===== src/rtl/sample_u_ctrl.sv =====
// sample_u_ctrl: job controller feeding XOF words to the uniform-u sampler
// and writing its packed coefficients to polynomial RAM at linear addresses.
module sample_u_ctrl #(
    parameter int N    = 512,
    parameter int MAXP = 8,
    parameter int AW   = 12
) (
    input  logic          clk,
    input  logic          rst,
    input  logic          start,
    input  logic [5:0]    cfg_u,
    input  logic          cfg_wide,
    input  logic [3:0]    cfg_npoly,
    input  logic [47:0]   xof_data,
    input  logic          xof_valid,
    output logic          xof_ready,
    output logic [5:0]    smp_u,
    output logic          smp_mode,
    output logic [47:0]   smp_din,
    output logic          smp_din_flag,
    input  logic          smp_flag,
    input  logic [24:0]   smp_d3,
    input  logic [24:0]   smp_d4,
    output logic          wr_en,
    output logic [AW-1:0] wr_addr,
    output logic [49:0]   wr_data,
    output logic          busy,
    output logic          done,
    output logic          err
);
    localparam int CW = AW + 1;
    localparam int LG = $clog2(N);

    typedef enum logic [2:0] {IDLE, SETUP, RUN, DRAIN, FIN} state_t;
    state_t state;

    logic [CW-1:0] total, icnt, wcnt, total_nxt;
    logic          legal, hs, wr_ok;

    assign legal = cfg_npoly != 4'd0 && cfg_npoly <= 4'(MAXP) && cfg_u != 6'd0 &&
                   cfg_u <= (cfg_wide ? 6'd41 : 6'd8);
    assign hs        = xof_valid && xof_ready;
    assign total_nxt = CW'(cfg_npoly) << (cfg_wide ? LG : LG - 1);
    // results trickling in after an abort are dropped once we are back in IDLE
    assign wr_ok     = smp_flag && state != IDLE;

    always_ff @(posedge clk) begin
        if (rst) begin
            state        <= IDLE;
            xof_ready    <= 1'b0;
            smp_u        <= 6'd0;
            smp_mode     <= 1'b0;
            smp_din      <= 48'd0;
            smp_din_flag <= 1'b0;
            wr_en        <= 1'b0;
            wr_addr      <= '0;
            wr_data      <= 50'd0;
            busy         <= 1'b0;
            done         <= 1'b0;
            err          <= 1'b0;
            total        <= '0;
            icnt         <= '0;
            wcnt         <= '0;
        end else begin
            done         <= 1'b0;
            err          <= 1'b0;
            smp_din_flag <= hs;
            wr_en        <= wr_ok;
            if (hs) begin
                smp_din <= xof_data;
                icnt    <= icnt + CW'(1);
            end
            if (wr_ok) begin
                wr_data <= {smp_d3, smp_d4};
                wr_addr <= wcnt[AW-1:0];
                wcnt    <= wcnt + CW'(1);
            end
            case (state)
                IDLE: begin
                    if (start && legal) begin
                        smp_u    <= cfg_u;
                        smp_mode <= cfg_wide;
                        total    <= total_nxt;
                        icnt     <= '0;
                        wcnt     <= '0;
                        busy     <= 1'b1;
                        state    <= SETUP;
                    end else if (start) begin
                        err <= 1'b1;
                    end
                end
                SETUP: begin
                    xof_ready <= 1'b1;
                    state     <= RUN;
                end
                RUN: begin
                    if (hs && icnt + CW'(1) == total) begin
                        xof_ready <= 1'b0;
                        state     <= DRAIN;
                    end
                end
                DRAIN: begin
                    if (wcnt == total) begin
                        done  <= 1'b1;
                        busy  <= 1'b0;
                        state <= FIN;
                    end
                end
                FIN:     state <= IDLE;
                default: state <= IDLE;
            endcase
        end
    end
endmodule


===== config.mk =====
export PLATFORM = sky130hd
export DESIGN_NAME = sample_u_ctrl
export DESIGN_NICKNAME = d
export VERILOG_FILES = /design/src/rtl/sample_u_ctrl.sv
export SDC_FILE = /design/constraint.sdc
export NUM_CORES = 1
export LEC_CHECK = 0
export CORE_UTILIZATION = 25
export DETAILED_ROUTE_END_ITERATION = 10
export HOLD_SLACK_MARGIN = 0.08
export PLACE_DENSITY = 0.61
export SYNTH_ARGS = -nofsm -noshare
export SYNTH_HDL_FRONTEND = slang
export SYNTH_SLANG_ARGS = --single-unit

===== constraint.sdc =====
create_clock -name clk -period 3.08 [get_ports clk]
set_clock_uncertainty 0.05 [all_clocks]
set_input_delay 0.924 -clock clk [delete_from_list [all_inputs] [get_ports clk]]
set_output_delay 0.924 -clock clk [all_outputs]
set_load 0.005 [all_outputs]

After elaboration in Yosys (flattened, before gate mapping) --
Cells that the tools add are included.
Word-level totals: output and inout port bits 123, flip-flop bits (word level) 165, input port bits 114, word-level logic and storage cells 68
Cells by class: $add $sub $neg 2, bitwise gates (word level) 2, order comparisons 2, reduce and logical (&&, ||, !) cells 19, muxes and demuxes 19, equality and inequality tests 8, shift-type cells 1
Operators with widths (number):
- 13-bit 2-to-1 mux | 6
- 13-bit by 1-bit adder with 13-bit output, second input constant | 2
- 13-bit equality test | 2
- 4-bit by 4-bit left shift with 13-bit output | 1
- 3-bit case mux with 4 select lines | 1
- 3-bit 2-to-1 mux | 3
- 1-bit logical AND | 7
- 3-bit by 2-bit equality test with 1-bit output, second input constant | 2
- 6-bit <= comparator | 1
- 1-bit 2-to-1 mux | 6
- 6-bit 2-to-1 mux | 1
- 2-bit inequality test, second input constant | 3
- 3-bit AND reduction | 2
- 6-bit nonzero test | 1
- 4-bit <= comparator, second input constant | 1
- 1-bit case mux with 2 select lines | 2
- 2-bit AND reduction | 2
- 2-bit nonzero test | 2
- 4-bit nonzero test | 1
- 3-bit by 1-bit equality test with 1-bit output, second input constant | 1
- 3-bit zero test | 1
- 3-bit nonzero test | 1
- 3-bit OR reduction | 1
- 1-bit NOT | 2
- 2-bit OR reduction | 1

Longest topological paths before layout --
Gate-level depths: netlist of run 1.
word-level depth 7, depth in mapped cells 11, mapped depth without buffers 8

Worst setup path after synthesis of run 1 --
OpenSTA, ideal clock, no wires.
path kind input-to-reg, from input port cfg_wide, to register icnt[0], cell stages on the path 10, library setup time 0.115 ns, setup slack 0.207 ns, arrival time 2.708 ns, path through buf_2 -> inv_1 -> ha_1 -> o311ai_0 -> nand2_1 -> nor4_4 -> or2_1 -> buf_6 -> buf_12 -> nor2_1
On the way: longest elaborated chain between the ends 6
RTL lines:
- start: declaration | line 12 | input logic cfg_wide,
- 6-bit 2-to-1 mux | line 41 | cfg_u <= (cfg_wide ? 6'd41 : 6'd8);
- 6-bit <= comparator (not written as such) | line 41
- 1-bit logical AND | line 40 | assign legal = cfg_npoly != 4'd0 && cfg_npoly <= 4'(MAXP) && cfg_u != 6'd0 &&
- 1-bit logical AND | line 80 | if (start && legal) begin
- 13-bit 2-to-1 mux | line 80
- 13-bit 2-to-1 mux | line 78 | case (state)
- end signal: assignment | line 71 | icnt <= icnt + CW'(1);
- end: declaration | line 37 | logic [CW-1:0] total, icnt, wcnt, total_nxt;
Every way passes these cells. A chain may end at the register's enable or synchronous reset.

Final worst setup path of run 1 --
from input port cfg_u[0], to register smp_u[5]
On the way: longest elaborated chain between the ends 5, elaborated cells on any way between the ends 6
RTL lines:
- start: declaration | line 11 | input logic [5:0] cfg_u,
- parallel branches: the longest is 2 deep, another holds 6-bit <= comparator
- 1-bit logical AND (*) | line 40
- 1-bit logical AND (*) | line 80
- 2-bit AND reduction (no source line) (*)
- end signal: assignment | line 81 | smp_u <= cfg_u;
- end: declaration | line 17 | output logic [5:0] smp_u,
Every way passes the cells marked *.

==> impl_results.md, run 1 <==
- Outcome: complete, no violations
- Sequential area share after synthesis: 0.515
- Total track usage: 0.135
- Ant diodes: 0
- Critical path arrival: around 3.1 ns
- Max-cap violations: 0
- Post-synth cell types: 42
- Pleak: 0.00322 uW
- Clock network fraction of total power: 0.447
- Root Buffer Master: clkbuf_16
- Crit path from: cfg_u[0]
- RSZ-0062 raised after global routing: no
- Grt total ovfl: 0
- Setup TNS Final: 0 ns
- Die area: about 25000 sq um
- Core ar.: 23700 sq um
- Site Rows: 56
- Clock Tree Buf Depth: 2
- Initial DRC count: around 300
- Design area: 9390 sq um
- Layout cells sized above 1: 0.0595
- Logic pwr share: 0.114
- WP depth: 10
- PwrDens: 518 nW/um^2
- Worst slew pin tran: 0.695 ns
- Total number of vias: 5624
- Pint: 3590 uW
- Hold/Removal Path Class: register to register
- Critical path destination: smp_u[5]
- Yosys warning count: 0
- CP top delay family: buffers and inverters
- Post-CTS sizing: 0
- Reg-to-Reg Start: icnt[0]
- Switching portion of total power: 0.263
- Die width: around 160 um
- P&R area growth vs syn: 53.8%
- Inst Count DP: ~1300
- Placer Congestion: 0.769
- Tmin final: 2.82 ns
- Dpl hpwl: approximately 12000 um
- EDFF count, synth: 0
- Final Slew Violations: 0
- Reg-to-reg setup timing slack: 0.92 ns
- Clk Latency, worst-skew pair: between 0.4 and 0.5 ns
- Largest net degree at the start of global routing: 66
- Nets: 1081
- Placed cell areas: 8770 sq um
- Main flop type after synthesis: dfxtp_1
- Critical-path cell list: clkdlybuf4s50_1 -> inv_1 -> ha_1 -> nor2_1 -> o311ai_0 -> nand2_1 -> nor4_4 -> buf_4 -> mux2i_1 -> nor2_1
- Max_slew headroom: 0.536
- CP Capture Type: register
- Crit path kind: input port to register
- Clk sinks: 157
- FF-to-FF path depth: 6
- IO Pins: about 240
- First-pass DRT Iterations: 4
- Vias in the first global route: approximately 5300
- Residual DRC: 0
- Clock transition at path regs: roughly 0.070 ns
- Worst Path Required: 3.33 ns
- Synthesized area: 6100 sq um
- Syn avg cell area: 8.19 sq um
- Max stage delay on crit path: 0.48 ns
- Vias per inst: 4.35
- Worst-path maximum fanout: 11
- Die Height: 158 um
- Finished Layout Cells: about 1300
- Tcrit/Tclk final: 0.915
- Port bufs: 236
- Hold buffers post-CTS: 0
- Final ANT Viol Nets: 0
- CP max stage cell: clkdlybuf4s50_1
- Achievable Freq: 0.355 GHz
- Async SR Flop Fraction: 0
- Flops & latches, synth: 157
- CTS buffer count: 17
- Max IR drop VDD: 0.273 mV
- Mapped Cells: between 700 and 800
- Net Switching: 1280 uW
- Sequential share of power: 0.439
- Syn Nets: 864
- Initial core utilization: 0.258
- H-Tree Depth: 4
- Fin. Hold Viols: 0
- Critical R2R Capture: xof_ready
- CTS tree: built
- DRT Wirelength: 17000 um
- Setup crit start kind: input port
- Final core occ: 0.397
- Initial antenna violation count: 0
- Multi-input gate area: between 2000 and 3000 sq um
- First-pass GRT wire length: 26600 um
- Register area: 3140 sq um
- Number of setup violations in the final report: 0
- Post-CTS Setup Bufs: 0
- Fillers: about 2500
- Critical Path Most Common Cell: nor2_1
- Buf/Inv on CP: 3
- Wirelength per Cell: 13.1 um
placed cells by master, fill, tap and decap left out, types with 5 or more instances in the layout:
cell             netlist  final
nor2_1                49     49
clkdlybuf4s50_1        0    235
nand4_1               12     12
nand3_1                7      7
a21oi_1              118    118
mux2i_1               11     11
nand2_1              242    240
dfxtp_1              157    157
nor3_1                 6      6
inv_8                  0      6
xor2_1                26     26
inv_1                  8      8
buf_4                  0     10
ha_1                   5      5
xnor2_1               13     13
clkbuf_16              0     17
nor4_1                 5      5
through the flow:
stage          power (uW)  hold WS, ns  setup slack (ns)
2_1_floorplan        2400        0.403             0.207
3_3_place_gp         2740        0.390            -0.127
3_5_place_dp         2740        0.396            -0.197
4_1_cts              4960        0.406             0.272
5_1_grt              5100        0.422             0.126
6_report             4870        0.403             0.260
layer usage:
layer,global-route usage,up-vias,part of all wire
met1,0.161,2530,0.44
met2,0.216,205,0.45
met3,0.0634,8,0.11
met5,0,-,0
met4,0.0357,0,0.0067
li1,-,2881,-
final cells by class:
class	instances	area share
flip-flops and latches	157	0.335
multi-input cells	529	0.286
repair buffers	249	0.267
clock buffers	17	0.0453
well taps	319	0.0425
clock inverters	15	0.0209
inverters	8	0.00320
cells in the mapped netlist, types with 2 or more instances:
cell type,instances,area share
nand2_1,242,0.15
dfxtp_1,157,0.51
a21oi_1,118,0.097
nor2_1,49,0.030
clkbuf_1,38,0.023
xor2_1,26,0.037
xnor2_1,13,0.019
nand4_1,12,0.012
mux2i_1,11,0.018
inv_1,8,0.0049
nand3_1,7,0.0057
buf_1,6,0.0037
nor3_1,6,0.0049
ha_1,5,0.010
nor4_1,5,0.0051
and3_1,4,0.0041
nor4b_1,4,0.0057
a211oi_2,3,0.0061
buf_6,3,0.0055
and2_1,2,0.0020
buf_12,2,0.0066
buf_2,2,0.0016
o2111ai_1,2,0.0029
o21ai_0,2,0.0016
sequential cells by signal, summed over array words and instances, names as in the netlist, 3 cells and up:
signal / count
total: 5
wr_data: 50
icnt: 13
state: 3
wr_addr: 12
smp_din: 48
smp_u: 6
wcnt: 13
worst min-delay path, delay by kind of cell, from the launching register on:
| kind | cells | cell delay (ns) |
|---|---|---|
| DFF | 1 | 0.31 |
| and+or+nand+nor | 1 | 0.05 |
| AOI/OAI and AO/OA | 1 | 0.05 |
worst min path at each step:
stage	from	to	slack (ns)	depth (start not counted)
after floorplan	smp_din[0]	smp_din[0]	0.40	2
after global placement	smp_din[33]	smp_din[33]	0.39	2
after detailed placement	wr_data[21]	wr_data[21]	0.40	2
after CTS	smp_din[25]	smp_din[25]	0.41	2
after global routing	smp_din[38]	smp_din[38]	0.42	2
final	smp_din[1]	smp_din[1]	0.40	2
power groups by stage:
stage               Combinational (uW)  Clock (uW)  Sequential, uW
floorplan                          221           0            2180
global placement                   559           0            2180
detailed placement                 560           0            2180
CTS                                563        2260            2140
global route                       608        2350            2150
finish                             553        2180            2140
cell families after synthesis:
group | Yosys count | share of synthesized area
compound gates | 134 | 0.122
simple gates | 340 | 0.233
mux | 11 | 0.0180
buf+inv | 59 | 0.0457
xor+xnor | 39 | 0.0560
flops | 157 | 0.515
fa+ha+maj | 5 | 0.0102
No activity file was read; power rests on OpenSTA's default activity.
==> run 2, diff against run 1 <==
- RECOVER_POWER: unset -> 50
==> run 2 against run 1 <==
  * Via count up 0.11%
  * Setup slack worse by 0.0035 ns
  * Critical path depth unchanged
  * Register-to-register slack worse by 0.31 ns
  * Routed wire length down 0.38%
  * Global-route usage unchanged
  * Utilization about the same
  * Power down 0.16%
  * Count of clock-buffer cells in the layout unchanged
  * Die area unchanged
  * Fmax down 0.12%
  * Largest cell class unchanged
  * Largest power group unchanged
==> impl_results.md, run 2 (same netlist as run 1, synthesis figures left out) <==
- Met1 usage: 0.161 (unchanged)
- Setup crit start kind: input port (unchanged)
- Crit path kind: input port to register (unchanged)
- Number of setup violations in the final report: 0 (unchanged)
- First-pass DRT Iterations: 4 (unchanged)
- Layout cells sized above 1: 0.0574 (was 0.0595)
- Ant diodes: 0 (unchanged)
- Placer Congestion: 0.769 (unchanged)
- Tcrit/Tclk final: 0.917 (was 0.915)
- Gr busiest metal: met2 (unchanged)
- Final Slew Violations: 0 (unchanged)
- H-Tree Depth: 4 (unchanged)
- Achievable Freq: 0.354 GHz (was 0.355 GHz)
- RSZ-0062 raised after global routing: no (unchanged)
- CTS buffer count: 17 (unchanged)
- Grt total ovfl: 0 (unchanged)
- Worst-path maximum fanout: 11 (unchanged)
- P&R area growth vs syn: 53.7% (was 53.8%)
- Register area: 3140 sq um (unchanged)
- Initial core utilization: 0.258 (unchanged)
- Post-CTS sizing: 0 (unchanged)
- Vias in the first global route: 5301 (unchanged)
- Largest regs: wr_data: 50 flops, smp_din: 48 flops (unchanged)
- Placed cell areas: 8770 sq um (unchanged)
- Crit path from: cfg_u[0] (unchanged)
- Post-CTS Setup Bufs: 0 (unchanged)
- First-pass GRT wire length: 26600 um (unchanged)
- PwrDens: 518 nW/um^2 (about the same)
- Largest net degree at the start of global routing: 66 (unchanged)
- Most frequent cells in the layout: nand2_1, clkdlybuf4s50_1, dfxtp_1 (unchanged)
- Critical Path Most Common Cell: nor2_1 (unchanged)
- Max IR drop VDD: 0.273 mV (about the same)
- Clock transition at path regs: 0.07 ns (about the same)
- Outcome: complete, no violations (unchanged)
- Worst slew pin tran: 1.35 ns (was 0.695 ns)
- FF-to-FF path depth: 5 (was 6)
- Clk Latency, worst-skew pair: 0.42 ns (about the same)
- Total number of vias: 5630 (was 5624)
- Vias per inst: 4.35 (about the same)
- CP top delay family: buffers and inverters (unchanged)
- Most common cell after layout, fill and taps aside: nand2_1 (unchanged)
- Buf/Inv on CP: 3 (unchanged)
- Initial DRC count: 316 (was 298)
- Hold Path Sink: smp_din[1] (unchanged)
- CP max stage cell: clkdlybuf4s50_1 (unchanged)
- Pleak: 0.00331 uW (was 0.00322 uW)
- IO Pins: 237 (unchanged)
- Final ANT Viol Nets: 0 (unchanged)
- Hold/Removal Path Class: register to register (unchanged)
- Fillers: 2458 (was 2456)
- Largest register FFs: 50 (unchanged)
- Die width: 158 um (unchanged)
- Root Buffer Master: clkbuf_16 (unchanged)
- Worst Path Required: 3.33 ns (about the same)
- Total track usage: 0.135 (unchanged)
- Final core occ: 0.396 (was 0.397)
- Critical R2R Capture: wr_data[6] (was xof_ready)
- Die area: 25000 sq um (unchanged)
- Max-cap violations: 0 (unchanged)
- Reg-to-reg setup timing slack: 0.61 ns (was 0.92 ns)
- GR Layer Usage met2: 0.216 (unchanged)
- Site Rows: 56 (unchanged)
- Core ar.: 23700 sq um (unchanged)
- CP Capture Type: register (unchanged)
- Met3 usage: 0.0634 (unchanged)
- Reg-to-Reg Start: state[2] (was icnt[0])
- Max_slew headroom: 0.0997 (was 0.536)
- Clk sinks: 157 (unchanged)
- Critical path arrival: 3.07 ns (about the same)
- WHS Path Cells: 2 (unchanged)
- Max stage delay on crit path: 0.48 ns (about the same)
- Clock Tree Buf Depth: 2 (unchanged)
- Port bufs: 236 (unchanged)
- Initial antenna violation count: 0 (unchanged)
- DRT Wirelength: 16900 um (was 17000 um)
- Nets: 1081 (unchanged)
- Fin. Hold Viols: 0 (unchanged)
- Wirelength per Cell: 13.1 um (about the same)
- Residual DRC: 0 (unchanged)
- Critical-path cell list: clkdlybuf4s50_1 -> inv_1 -> ha_1 -> nor2_1 -> o311ai_0 -> nand2_1 -> nor4_4 -> buf_4 -> mux2i_1 -> nor2_1 (unchanged)
- Dpl hpwl: 11700 um (unchanged)
- Design area: 9380 sq um (was 9390 sq um)
- Tmin final: 2.82 ns (about the same)
- Die Height: 158 um (unchanged)
- Multi-input gate area: 2690 sq um (about the same)
- CTS tree: built (unchanged)
- Most flops, register: wr_data (unchanged)
- HP Start: smp_din[1] (unchanged)
- Hold buffers post-CTS: 0 (unchanged)
-- run 2: cell count changes in the layout (fill, tap and decap cells not counted) --
cell             previous run  this run
nand2_1                   240       242
clkbuf_2                    0         2
nand2_2                     2         0
dlygate4sd3_1               0        26
clkdlybuf4s50_1           235       209
buf_4                      10         8
-- run 2: routing by layer --
layer / wire, um / part of all wire / vias up
met3: 1840 / 0.11 / 7
met1: 7380 / 0.44 / 2538
met4: 113 / 0.0067 / 0
met5: 0 / 0 / -
li1: - / - / 2884
met2: 7580 / 0.45 / 201
-- run 2: final cells by class --
class,count,area share
flip-flops and latches,157,0.335
inverters,8,0.00320
clock inverters,15,0.0209
multi-input cells,529,0.286
clock buffers,17,0.0453
well taps,319,0.0425
repair buffers,249,0.267
-- run 2: worst max-delay path by stage --
stage                    end  slack [ns]  cells after the start
floorplan            icnt[0]        0.21                     10
detailed placement  smp_u[5]       -0.20                     10
finish              smp_u[5]        0.26                     10
global placement    smp_u[5]       -0.13                     10
CTS                 smp_u[5]        0.27                     10
global route        smp_u[5]        0.13                     10
-- run 2: worst reg2reg max path, stage by stage, from the launching register on --
cell	delay (ns)
dfxtp_1	0.39
or3_4	0.46
nand2_1	0.13
clkbuf_2	1.01
nand2_1	0.16
a21oi_1	0.20
-- run 2: where the power goes --
| part | switching, uW | total [uW] | internal [uW] |
|---|---|---|---|
| logic | 237 | 546 | 309 |
| clock network | 998 | 2180 | 1180 |
| registers | 41.1 | 2140 | 2100 |
| total | 1280 | 4860 | 3580 |
-- run 2: per-stage QoR --
| step | total power [uW] | TNS (ns) | setup slack [ns] | hold WS, ns | std cells |
|---|---|---|---|---|---|
| 6_report | 4860 | 0 | 0.257 | 0.400 | 1294 |
| 3_5_place_dp | 2740 | -4.46 | -0.197 | 0.396 | 1262 |
| 5_1_grt | 5100 | 0 | 0.126 | 0.422 | 1294 |
| 3_3_place_gp | 2740 | -2.47 | -0.127 | 0.390 | 1262 |
| 2_1_floorplan | 2400 | 0 | 0.207 | 0.403 | 745 |
| 4_1_cts | 4960 | 0 | 0.272 | 0.406 | 1294 |
==> run 3, diff against run 2 <==
- clock period: 3.08 -> 2.9 ns (I/O delays scaled with it)
==> run 3 against run 2 <==
  * Highest routed layer unchanged
  * Utilization grew 0.13 points
  * Worst hold slack better by 0.0013 ns
  * Clock power grew 2%
  * Cell count is 0.70% higher
  * Sequential share of layout area down 0.11 points
  * Setup slack worse by 0.088 ns
  * Via count is 1.0% higher
==> impl_results.md, run 3 (same netlist as run 1, synthesis figures left out) <==
- Clock network fraction of total power: 0.437 (was 0.448)
- Vias per inst: 4.36 (was 4.35)
- Critical path arrival: 3.00 ns (was 3.07 ns)
- HP Start: wr_data[14] (was smp_din[1])
- Initial antenna violation count: 0 (unchanged)
- FF-to-FF path depth: 5 (unchanged)
- Tcrit/Tclk final: 0.942
- Max-cap violations: 0 (unchanged)
- Placed cell areas: 8840 sq um (was 8770 sq um)
- Fillers: 2448 (was 2458)
- Initial DRC count: 231 (was 316)
- Fin. Hold Viols: 0 (unchanged)
- Switching portion of total power: 0.267 (was 0.263)
- WP depth: 6 (was 10)
- Buf/Inv on CP: 2 (was 3)
- Tot Pwr: 5080 uW (was 4860 uW)
- Clk Latency, worst-skew pair: 0.42 ns (about the same)
- Outcome: complete, no violations (unchanged)
- Reg-to-Reg Start: state[2] (unchanged)
- Placer Congestion: 0.773 (was 0.769)
- Root Buffer Master: clkbuf_16 (unchanged)
- Sequential share of power: 0.447 (was 0.440)
- Initial core utilization: 0.258 (unchanged)
- Hold/Removal Path Class: register to register (unchanged)
- Total number of vias: 5687 (was 5630)
- Worst slew pin tran: 1.21 ns (was 1.35 ns)
- Critical-path cell list: dlygate4sd3_1 -> o31a_2 -> buf_2 -> nand4_1 -> xor2_1 -> nor2_1 (was clkdlybuf4s50_1 -> inv_1 -> ha_1 -> nor2_1 -> o311ai_0 -> nand2_1 -> nor4_4 -> buf_4 -> mux2i_1 -> nor2_1)
- Logic pwr share: 0.116 (was 0.112)
- Crit path kind: input port to register (unchanged)
- Setup TNS Final: 0 ns (unchanged)
- Port bufs: 236 (unchanged)
- CTS buffer count: 17 (unchanged)
- CP Capture Type: register (unchanged)
- Post-CTS sizing: 0 (unchanged)
- Layout cells sized above 1: 0.0681 (was 0.0574)
- Pre-CTS worst setup slack: -0.284 ns (was -0.197 ns)
- Pint: 3720 uW (was 3580 uW)
- IO Pins: 237 (unchanged)
- Setup crit start kind: input port (unchanged)
- Largest register FFs: 50 (unchanged)
- RSZ-0062 raised after global routing: no (unchanged)
- Critical R2R Capture: wr_data[32] (was wr_data[6])
- H-Tree Depth: 4 (unchanged)
- CP top delay family: buffers and inverters (unchanged)
- Most flops, register: wr_data (unchanged)
- PwrDens: 539 nW/um^2 (was 518 nW/um^2)
- Site Rows: 56 (unchanged)
- Clk sinks: 157 (unchanged)
- Die area: 25000 sq um (unchanged)
- Post-CTS Setup Bufs: 0 (unchanged)
- DRT Wirelength: 17000 um (was 16900 um)
- Final ANT Viol Nets: 0 (unchanged)
- Max stage delay on crit path: 0.91 ns (was 0.48 ns)
- Worst Path Required: 3.16 ns (was 3.33 ns)
- Number of setup violations in the final report: 0 (unchanged)
- Largest regs: wr_data: 50 flops, smp_din: 48 flops (unchanged)
- Core ar.: 23700 sq um (unchanged)
- Clock transition at path regs: 0.07 ns (about the same)
- Max_slew headroom: 0.196 (was 0.0997)
- Vias in the first global route: 5266 (was 5301)
- Most common cell after layout, fill and taps aside: nand2_1 (unchanged)
- Hold Path Sink: wr_data[14] (was smp_din[1])
- Die width: 158 um (unchanged)
- Dpl hpwl: 11700 um (about the same)
- Total track usage: 0.135 (about the same)
- Wirelength per Cell: 13.1 um (about the same)
- Net Switching: 1350 uW (was 1280 uW)
- First-pass DRT Iterations: 5 (was 4)
- Die Height: 158 um (unchanged)
- Residual DRC: 0 (unchanged)
- Most frequent cells in the layout: nand2_1, clkdlybuf4s50_1, dfxtp_1 (unchanged)
- Grt total ovfl: 0 (unchanged)
- CP max stage cell: buf_2 (was clkdlybuf4s50_1)
- Max IR drop VDD: 0.329 mV (was 0.273 mV)
- Ant diodes: 0 (unchanged)
- Clock Tree Buf Depth: 2 (unchanged)
- Pleak: 0.00334 uW (was 0.00331 uW)
- Setup slack after layout: 0.169 ns (was 0.257 ns)
- Worst-path maximum fanout: 65 (was 11)
- Nets: 1090 (was 1081)
- P&R area growth vs syn: 54.2% (was 53.7%)
- Design area: 9410 sq um (was 9380 sq um)
- First-pass GRT wire length: 26500 um (was 26600 um)
- Reg-to-reg setup timing slack: 0.46 ns (was 0.61 ns)
- Final Slew Violations: 0 (unchanged)
- CTS tree: built (unchanged)
- Final core occ: 0.397 (was 0.396)
- WHS Path Cells: 2 (unchanged)
- Tmin final: roughly 2.7 ns
- Hold buffers post-CTS: 0 (unchanged)
- Largest net degree at the start of global routing: 69 (was 66)
- Achievable Freq: 0.366 GHz
==> run 3: power groups by stage <==
stage          combinational [uW]  sequential [uW]  clock, uW
2_1_floorplan                 235             2320          0
3_5_place_dp                  604             2320          0
6_report                      588             2270       2220
4_1_cts                       607             2270       2320
5_1_grt                       649             2280       2400
3_3_place_gp                  602             2320          0
==> run 3: through the flow <==
step / cells / hold WS, ns
2_1_floorplan: 745 / 0.403
3_3_place_gp: 1271 / 0.390
3_5_place_dp: 1271 / 0.396
4_1_cts: 1303 / 0.406
5_1_grt: 1303 / 0.417
6_report: 1303 / 0.401
==> run 3: final cells by class <==
| class | count | area (sq um) | area share |
|---|---|---|---|
| well taps | 319 | 399 | 0.0424 |
| clock inverters | 15 | 169 | 0.0179 |
| repair buffers | 258 | 2550 | 0.271 |
| flip-flops and latches | 157 | 3140 | 0.334 |
| clock buffers | 17 | 425 | 0.0452 |
| inverters | 8 | 30.0 | 0.00319 |
| multi-input cells | 529 | 2690 | 0.286 |
==> run 3: metal layers <==
metal / wire length [um] / vias up / track usage / part of all wire
li1: - / 2902 / - / -
met1: 7520 / 2573 / 0.163 / 0.44
met2: 7540 / 202 / 0.213 / 0.44
met3: 1800 / 10 / 0.0621 / 0.11
met4: 142 / 0 / 0.0371 / 0.0084
met5: 0 / - / 0 / 0
==> run 3: worst max path at each step <==
stage	start	endpoint	slack (ns)
4_1_cts	cfg_u[0]	smp_mode	0.18
5_1_grt	xof_valid	icnt[7]	0.01
2_1_floorplan	cfg_wide	icnt[0]	0.08
3_3_place_gp	cfg_u[0]	smp_u[1]	-0.29
3_5_place_dp	cfg_u[0]	smp_mode	-0.28
6_report	smp_flag	wcnt[4]	0.17
==> run 3: worst min-delay path: stages (launching register included) <==
cell and delay [ns]:
dfxtp_1 0.31, nand2_1 0.05, a21oi_1 0.05
